==> src/rtl/rgb_frame_streamer_if.sv <==
// -----------------------------------------------------------------------------
// rgb_frame_streamer_if
//   Pixel stream bundle between rgb_frame_streamer and the VGA output path.
//   Valid/ready handshake plus the head pixel colour and raster coordinates.
//
//   pixel_valid  streamer -> consumer   head entry holds a pixel
//   pixel_ready  consumer -> streamer   head pixel accepted this cycle
//   pixel_R/G/B  streamer -> consumer   head pixel colour, 8 bits each
//   pixel_x      streamer -> consumer   column of head pixel
//   pixel_y      streamer -> consumer   row of head pixel
// -----------------------------------------------------------------------------
interface rgb_frame_streamer_if;
   logic       pixel_valid;
   logic       pixel_ready;
   logic [7:0] pixel_R;
   logic [7:0] pixel_G;
   logic [7:0] pixel_B;
   logic [8:0] pixel_x;
   logic [7:0] pixel_y;

   modport master (
      output pixel_valid, pixel_R, pixel_G, pixel_B, pixel_x, pixel_y,
      input  pixel_ready
   );

   modport slave (
      input  pixel_valid, pixel_R, pixel_G, pixel_B, pixel_x, pixel_y,
      output pixel_ready
   );
endinterface

==> src/rtl/rgb_frame_streamer.sv <==
// -----------------------------------------------------------------------------
// rgb_frame_streamer
//   Reads one packed RGB frame from external SRAM per start pulse, unpacks
//   every three 16-bit words into two 24-bit pixels and streams them in raster
//   order over a valid/ready interface. A small pixel FIFO with credit-based
//   read issue absorbs backpressure so no returning SRAM word is ever dropped.
//
//   Memory layout (upper byte first):
//     word 3k   = {R(2k),   G(2k)}
//     word 3k+1 = {B(2k),   R(2k+1)}
//     word 3k+2 = {G(2k+1), B(2k+1)}
//
//   Ports:
//     CLOCK_50_I      in   system clock
//     Resetn          in   asynchronous active-low reset
//     start_bit       in   one-cycle frame request, honoured only when idle
//     SRAM_read_data  in   SRAM read data (16 bits)
//     address         out  registered SRAM word address (18 bits)
//     write_en_n      out  SRAM write enable, active low, held high
//     busy            out  high from accepted start until frame_done
//     frame_done      out  one-cycle pulse after the last pixel is popped
//     pix             master side of the pixel stream interface
// -----------------------------------------------------------------------------
module rgb_frame_streamer #(
   parameter logic [17:0] RGB_BASE   = 18'd146944,
   parameter int unsigned IMG_W      = 320,
   parameter int unsigned IMG_H      = 240,
   parameter int unsigned FIFO_DEPTH = 8,
   parameter int unsigned SRAM_LAT   = 3
) (
   input  logic                 CLOCK_50_I,
   input  logic                 Resetn,
   input  logic                 start_bit,
   input  logic [15:0]          SRAM_read_data,
   output logic [17:0]          address,
   output logic                 write_en_n,
   output logic                 busy,
   output logic                 frame_done,
   rgb_frame_streamer_if.master pix
);

   localparam int unsigned NUM_WORDS = IMG_W * IMG_H * 3 / 2;
   localparam logic [17:0] LAST_ADDR = 18'(32'(RGB_BASE) + NUM_WORDS - 32'd1);
   localparam int unsigned AW        = $clog2(FIFO_DEPTH);
   localparam int unsigned CW        = AW + 1;
   localparam int unsigned SW        = CW + 1;

   localparam logic [1:0] S_IDLE  = 2'd0;
   localparam logic [1:0] S_ISSUE = 2'd1;
   localparam logic [1:0] S_DRAIN = 2'd2;
   localparam logic [1:0] S_DONE  = 2'd3;

   logic [1:0]  state;
   logic [17:0] rd_addr;
   logic [1:0]  iss_phase;

   // read-return tag pipeline
   logic [SRAM_LAT-1:0] pipe_vld;
   logic [1:0]          pipe_ph [SRAM_LAT];
   logic                ret_vld;
   logic [1:0]          ret_ph;
   logic                in_flight;

   // unpack holding registers
   logic [7:0] r0_q, g0_q, r1_q;

   // pixel FIFO
   logic [23:0]   fifo_mem [FIFO_DEPTH];
   logic [AW-1:0] wr_idx, rd_idx;
   logic [CW-1:0] fifo_cnt;
   logic [CW-1:0] resv_cnt, resv_next;
   logic          push, pop;
   logic [23:0]   push_data;

   logic [8:0] x_cnt;
   logic [7:0] y_cnt;

   logic credit_ok, grp_start, issue;

   assign write_en_n = 1'b1;

   // A group only starts when the two pixels it will produce are guaranteed
   // a slot, counting pixels already in flight as reserved.
   assign credit_ok = (SW'(fifo_cnt) + SW'(resv_cnt)) <= SW'(FIFO_DEPTH - 2);
   assign grp_start = (state == S_ISSUE) && (iss_phase == 2'd0) && credit_ok;
   assign issue     = (state == S_ISSUE) && ((iss_phase != 2'd0) || credit_ok);

   assign ret_vld   = pipe_vld[SRAM_LAT-1];
   assign ret_ph    = pipe_ph[SRAM_LAT-1];
   assign in_flight = |pipe_vld;

   assign push      = ret_vld && (ret_ph != 2'd0);
   assign push_data = (ret_ph == 2'd1) ? {r0_q, g0_q, SRAM_read_data[15:8]}
                                       : {r1_q, SRAM_read_data};

   assign pix.pixel_valid = (fifo_cnt != '0);
   assign pop             = pix.pixel_valid && pix.pixel_ready;
   assign pix.pixel_R     = fifo_mem[rd_idx][23:16];
   assign pix.pixel_G     = fifo_mem[rd_idx][15:8];
   assign pix.pixel_B     = fifo_mem[rd_idx][7:0];
   assign pix.pixel_x     = x_cnt;
   assign pix.pixel_y     = y_cnt;

   always_comb begin
      resv_next = resv_cnt;
      if (grp_start) resv_next = resv_next + CW'(2);
      if (push)      resv_next = resv_next - CW'(1);
   end

   // -------------------------------------------------------------------------
   // Control FSM and read issue
   // -------------------------------------------------------------------------
   always_ff @(posedge CLOCK_50_I or negedge Resetn) begin
      if (!Resetn) begin
         state      <= S_IDLE;
         rd_addr    <= '0;
         iss_phase  <= '0;
         address    <= '0;
         busy       <= 1'b0;
         frame_done <= 1'b0;
      end else begin
         case (state)
            S_IDLE: begin
               frame_done <= 1'b0;
               if (start_bit) begin
                  state     <= S_ISSUE;
                  busy      <= 1'b1;
                  rd_addr   <= RGB_BASE;
                  iss_phase <= '0;
               end
            end
            S_ISSUE: begin
               if (issue) begin
                  address <= rd_addr;
                  // pointer parks on the last word instead of wrapping
                  if (rd_addr != LAST_ADDR) rd_addr <= rd_addr + 18'd1;
                  if (iss_phase == 2'd2) begin
                     iss_phase <= '0;
                     if (rd_addr == LAST_ADDR) state <= S_DRAIN;
                  end else begin
                     iss_phase <= iss_phase + 2'd1;
                  end
               end
            end
            S_DRAIN: begin
               if (!in_flight && (fifo_cnt == '0)) begin
                  state      <= S_DONE;
                  frame_done <= 1'b1;
                  busy       <= 1'b0;
               end
            end
            default: begin
               frame_done <= 1'b0;
               state      <= S_IDLE;
            end
         endcase
      end
   end

   // -------------------------------------------------------------------------
   // Phase tag pipeline: element SRAM_LAT-1 lines up with the returning word
   // -------------------------------------------------------------------------
   always_ff @(posedge CLOCK_50_I or negedge Resetn) begin
      if (!Resetn) begin
         pipe_vld <= '0;
         for (int unsigned i = 0; i < SRAM_LAT; i++) pipe_ph[i] <= '0;
      end else begin
         pipe_vld[0] <= issue;
         pipe_ph[0]  <= iss_phase;
         for (int unsigned i = 1; i < SRAM_LAT; i++) begin
            pipe_vld[i] <= pipe_vld[i-1];
            pipe_ph[i]  <= pipe_ph[i-1];
         end
      end
   end

   always_ff @(posedge CLOCK_50_I or negedge Resetn) begin
      if (!Resetn) begin
         r0_q <= '0;
         g0_q <= '0;
         r1_q <= '0;
      end else if (ret_vld) begin
         if (ret_ph == 2'd0) begin
            r0_q <= SRAM_read_data[15:8];
            g0_q <= SRAM_read_data[7:0];
         end else if (ret_ph == 2'd1) begin
            r1_q <= SRAM_read_data[7:0];
         end
      end
   end

   // -------------------------------------------------------------------------
   // Pixel FIFO and credit accounting
   // -------------------------------------------------------------------------
   always_ff @(posedge CLOCK_50_I or negedge Resetn) begin
      if (!Resetn) begin
         wr_idx   <= '0;
         rd_idx   <= '0;
         fifo_cnt <= '0;
         resv_cnt <= '0;
         for (int unsigned i = 0; i < FIFO_DEPTH; i++) fifo_mem[i] <= '0;
      end else begin
         resv_cnt <= resv_next;
         if (push) begin
            fifo_mem[wr_idx] <= push_data;
            wr_idx           <= wr_idx + AW'(1);
         end
         if (pop) rd_idx <= rd_idx + AW'(1);
         if (push && !pop)      fifo_cnt <= fifo_cnt + CW'(1);
         else if (!push && pop) fifo_cnt <= fifo_cnt - CW'(1);
      end
   end

   // -------------------------------------------------------------------------
   // Raster coordinates of the head pixel
   // -------------------------------------------------------------------------
   always_ff @(posedge CLOCK_50_I or negedge Resetn) begin
      if (!Resetn) begin
         x_cnt <= '0;
         y_cnt <= '0;
      end else if (pop) begin
         if (x_cnt == 9'(IMG_W - 1)) begin
            x_cnt <= '0;
            if (y_cnt == 8'(IMG_H - 1)) y_cnt <= '0;
            else                        y_cnt <= y_cnt + 8'd1;
         end else begin
            x_cnt <= x_cnt + 9'd1;
         end
      end
   end

endmodule

==> src/flat_wrapper.sv <==
// flat-port wrapper written by rule: the top's interface ports become plain ports
module rgb_frame_streamer_flat 
#(
   parameter logic [17:0] RGB_BASE   = 18'd146944,
   parameter int unsigned IMG_W      = 320,
   parameter int unsigned IMG_H      = 240,
   parameter int unsigned FIFO_DEPTH = 8,
   parameter int unsigned SRAM_LAT   = 3
)
  (CLOCK_50_I, Resetn, start_bit, SRAM_read_data, address, write_en_n, busy, frame_done, pix_pixel_valid, pix_pixel_R, pix_pixel_G, pix_pixel_B, pix_pixel_x, pix_pixel_y, pix_pixel_ready);
  rgb_frame_streamer_if pix_i ();
  input  logic CLOCK_50_I;
  input  logic Resetn;
  input  logic start_bit;
  input  logic [15:0] SRAM_read_data;
  output logic [17:0] address;
  output logic write_en_n;
  output logic busy;
  output logic frame_done;
  output wire logic [$bits(pix_i.pixel_valid)-1:0] pix_pixel_valid;
  output wire logic [$bits(pix_i.pixel_R)-1:0] pix_pixel_R;
  output wire logic [$bits(pix_i.pixel_G)-1:0] pix_pixel_G;
  output wire logic [$bits(pix_i.pixel_B)-1:0] pix_pixel_B;
  output wire logic [$bits(pix_i.pixel_x)-1:0] pix_pixel_x;
  output wire logic [$bits(pix_i.pixel_y)-1:0] pix_pixel_y;
  input wire logic [$bits(pix_i.pixel_ready)-1:0] pix_pixel_ready;
  assign pix_pixel_valid = pix_i.pixel_valid;
  assign pix_pixel_R = pix_i.pixel_R;
  assign pix_pixel_G = pix_i.pixel_G;
  assign pix_pixel_B = pix_i.pixel_B;
  assign pix_pixel_x = pix_i.pixel_x;
  assign pix_pixel_y = pix_i.pixel_y;
  assign pix_i.pixel_ready = pix_pixel_ready;
  rgb_frame_streamer #(.RGB_BASE(RGB_BASE), .IMG_W(IMG_W), .IMG_H(IMG_H), .FIFO_DEPTH(FIFO_DEPTH), .SRAM_LAT(SRAM_LAT)) u_core (.CLOCK_50_I(CLOCK_50_I), .Resetn(Resetn), .start_bit(start_bit), .SRAM_read_data(SRAM_read_data), .address(address), .write_en_n(write_en_n), .busy(busy), .frame_done(frame_done), .pix(pix_i));
endmodule
==> config.mk <==
export PLATFORM = sky130hd
export DESIGN_NAME = rgb_frame_streamer_flat
export DESIGN_NICKNAME = d
export VERILOG_FILES = /design/src/rtl/rgb_frame_streamer_if.sv /design/src/rtl/rgb_frame_streamer.sv /design/src/flat_wrapper.sv
export SDC_FILE = /design/constraint.sdc
export NUM_CORES = 1
export LEC_CHECK = 0
export ABC_CLOCK_PERIOD_IN_PS = 3850
export BUFFER_PORTS_ARGS = -buffer_cell sky130_fd_sc_hd__buf_2
export CAP_MARGIN = 30
export CORE_MARGIN = 1
export CORE_UTILIZATION = 39
export DETAILED_ROUTE_END_ITERATION = 6
export HOLD_SLACK_MARGIN = 0.03
export PLACE_DENSITY = 0.6
export SETUP_SLACK_MARGIN = 0.02
export SLEW_MARGIN = 20
export SYNTH_ARGS = -nofsm -noshare
export SYNTH_HDL_FRONTEND = slang
export SYNTH_SLANG_ARGS = --single-unit
==> constraint.sdc <==
create_clock -name CLOCK_50_I -period 3.85 [get_ports CLOCK_50_I]
set_input_delay 0 -clock CLOCK_50_I [delete_from_list [all_inputs] [get_ports CLOCK_50_I]]
set_output_delay 0 -clock CLOCK_50_I [all_outputs]
set_load 0.02 [all_outputs]
==> run metrics <==
IO Pins 83; clk_skew 0.0182 ns; Root Driver clkbuf_16; number of setup violations in the final report 0; Worst EP arrival 2.71 ns; CTS Buffer Depth 3; port bufs 81; worst setup path start u_core.rd_idx[0]$_DFFE_PN0P_; busiest grt layer met2; GR Util met1 0.260; crit share post-route 0.705; Nets 1295; Final Util 0.466; remaining global-route overflow 0; Detail Route Antenna Nets 0; slew margin rel. 0.327; initial antenna violation count 6; post-CTS setup buffer count 0; share of layout cells above drive strength 1 0.228; Critical Path, Cell by Cell buf_12 > mux4_2 > mux2_2 > buf_2; Final min period 2.71 ns; Die W 187 µm; Buf/Inv on CP 2; CTS Sinks 298; post-synth net total 1210; P&R area growth vs syn 16.9%; Pins Over Slew Limit 0; Synth warnings 0; peak supply drop 0.460 mV; fin area 0.0157 mm²; Avg WL per Cell 18.0 µm; largest net degree at the start of global routing 108; Yosys cell types 64; register area share after synthesis 0.557; Pleak 6.89 nW; crit path max-delay cell type dfrtp_4; Die Ht 187 µm; # DRC 0; FF-to-FF Start u_core.fifo_cnt[0]$_DFFE_PN0P_; Max Fclk 369 MHz; Primary FF master, synth dfrtp_1; Core ar. 0.0336 mm²; kind of critical path flip-flop to output port; gr usage total 0.183; endpoint class of the critical path output port; Worst EP required 3.85 ns; global-route wire length before repair 51300 µm; Yosys reg bits 298; CTS hold repair buffers 19; Post-synth EDFFs 0; CTS H-tree depth 2; initial core utilization 0.398; Synth Instances 1170; cts repair resizes 0; vias in the first global route 9313; RePlAce Congestion 0.776; Vias 9127; Fin Setup TNS 0 ns; crit-path max FO 34; RSZ-0062 raised after global routing false; Rows 67; Vias per Instance 5.27; Mapped Area 0.0134 mm²; dpl ws 1.19 ns; Total Wirelength 31200 µm; Hold Violations, Final 0; Worst Hold Class input port to async pin; async set or reset register ratio after synthesis 1.00; clk_lat worst skew 0.51 ns; First-pass DRT Iterations 4; final setup margin 1.14 ns; post-DP HPWL 19300 µm; Iteration-0 DRC Markers 494; Worst Setup Start Kind flip-flop; run status finished clean; max-cap violations 0; Avg Inst Size Synth 11.4 µm²; P per Cell Area 925 mW/mm²; Worst-path clk slew 0.06 ns; CTS buffer count 34; post-synth top area share 0.557; hold slack final 0.129 ns; placed cell areas 0.0143 mm²; Synth area leader dfrtp_1; CP max stage delay 0.93 ns; met2 Use GR 0.286; die area 0.0351 mm²; CTS tree yes; delay-heaviest family, CP flip-flops; Worst Tran Pin Value 1.00 ns; met3 Use GR 0.0332; Area contributors post-synth dfrtp_1 (56%), mux4_2 (8.1%), mux2_2 (5.0%)
## path summary, 6_finish.rpt
path	slack, ns	depth (start not counted)	endpoint
min in group CLOCK_50_I	0.30	3	u_core.g0_q[3]$_DFFE_PN0P_
min	0.13	2	u_core.fifo_mem[185]$_DFFE_PN0P_
min reg2reg	0.36	0	u_core.pipe_ph[2]$_DFF_PN0_
max in group asynchronous	2.67	3	u_core.fifo_mem[9]$_DFFE_PN0P_
max reg2reg	1.19	10	u_core.fifo_cnt[3]$_DFFE_PN0P_
max	1.14	4	pix_pixel_G[2]
## cells by family (layout without fill, tap and decap cells)
group           Yosys count  in the layout  synth area share
flops                   298            298             0.557
buf+inv                  84            191            0.0252
compound gates          260            260             0.107
mux                     150            150             0.164
fa+ha+maj                20             20            0.0198
simple gates            337            337             0.113
xor+xnor                 20             20            0.0131
other cells               1              7          0.000280
## synth_stat cells, types with 5 or more instances
cell type,n
or4_1,6
a21oi_1,106
nand4_1,5
dfrtp_1,298
inv_1,11
mux2_1,9
xnor2_1,15
mux2_2,60
nor2_1,117
buf_2,9
xor2_1,5
o21ai_0,113
clkbuf_1,53
a31oi_1,6
o31ai_1,8
and2_1,5
and3_1,8
mux4_2,48
buf_1,7
ha_1,18
nand3_1,20
nand2_1,135
mux2i_1,32
or3_1,5
## through the flow
stage / power, mW / cells
after floorplan: 9.66 / 1170
after global placement: 11.2 / 1647
after detailed placement: 11.4 / 1648
after CTS: 14.7 / 1725
after global routing: 15.5 / 1729
final: 14.5 / 1731
## cell usage in the layout, fill, tap and decap left out, types with 3 or more instances in the layout
master,count
a21oi_1,106
a31oi_1,6
a41o_1,4
and2_1,5
and3_1,8
and4_1,4
buf_12,4
buf_2,80
buf_4,15
clkbuf_1,6
clkbuf_16,37
clkbuf_8,5
clkinv_2,5
dfrtp_1,295
diode_2,6
dlygate4sd3_1,19
ha_1,18
inv_1,11
mux2_1,9
mux2_2,60
mux2i_1,32
mux4_2,48
nand2_1,135
nand2b_1,4
nand3_1,19
nand4_1,5
nor2_1,117
nor4_1,3
nor4_2,3
o211ai_1,4
o21ai_0,113
o31ai_1,8
or2_2,3
or3_1,5
or4_1,6
xnor2_1,15
xor2_1,5
## area by class of cell
cell class	count	area, µm²
clock buffer	48	1020
multi-input combinational	788	5630
sequential	298	7460
timing repair buffer	120	826
clock inverter	10	90.1
fill	3079	18000
inverter	13	48.8
antenna	6	15.0
tap	448	561
## per-layer routing
metal,wire length [µm],up-vias
li1,-,4334
met1,14800,4567
met2,14300,177
met3,1420,49
met4,665,0
met5,0,-
## state kept, by name, indices dropped and copies added (netlist names), 8 cells and up
| name | cells |
|---|---|
| u_core.address | 18 |
| u_core.rd_addr | 18 |
| u_core.pix.pixel_y | 8 |
| u_core.g0_q | 8 |
| u_core.r1_q | 8 |
| u_core.pix.pixel_x | 9 |
| u_core.r0_q | 8 |
| u_core.fifo_mem | 192 |
## power breakdown
group | internal, mW | leakage (nW) | switching (mW)
clock network | 1.91 | 0.543 | 1.24
logic | 2.73 | 2.77 | 3.01
registers | 4.52 | 3.57 | 1.07
total | 9.15 | 6.89 | 5.32
Power figures use the tool's default switching activity.
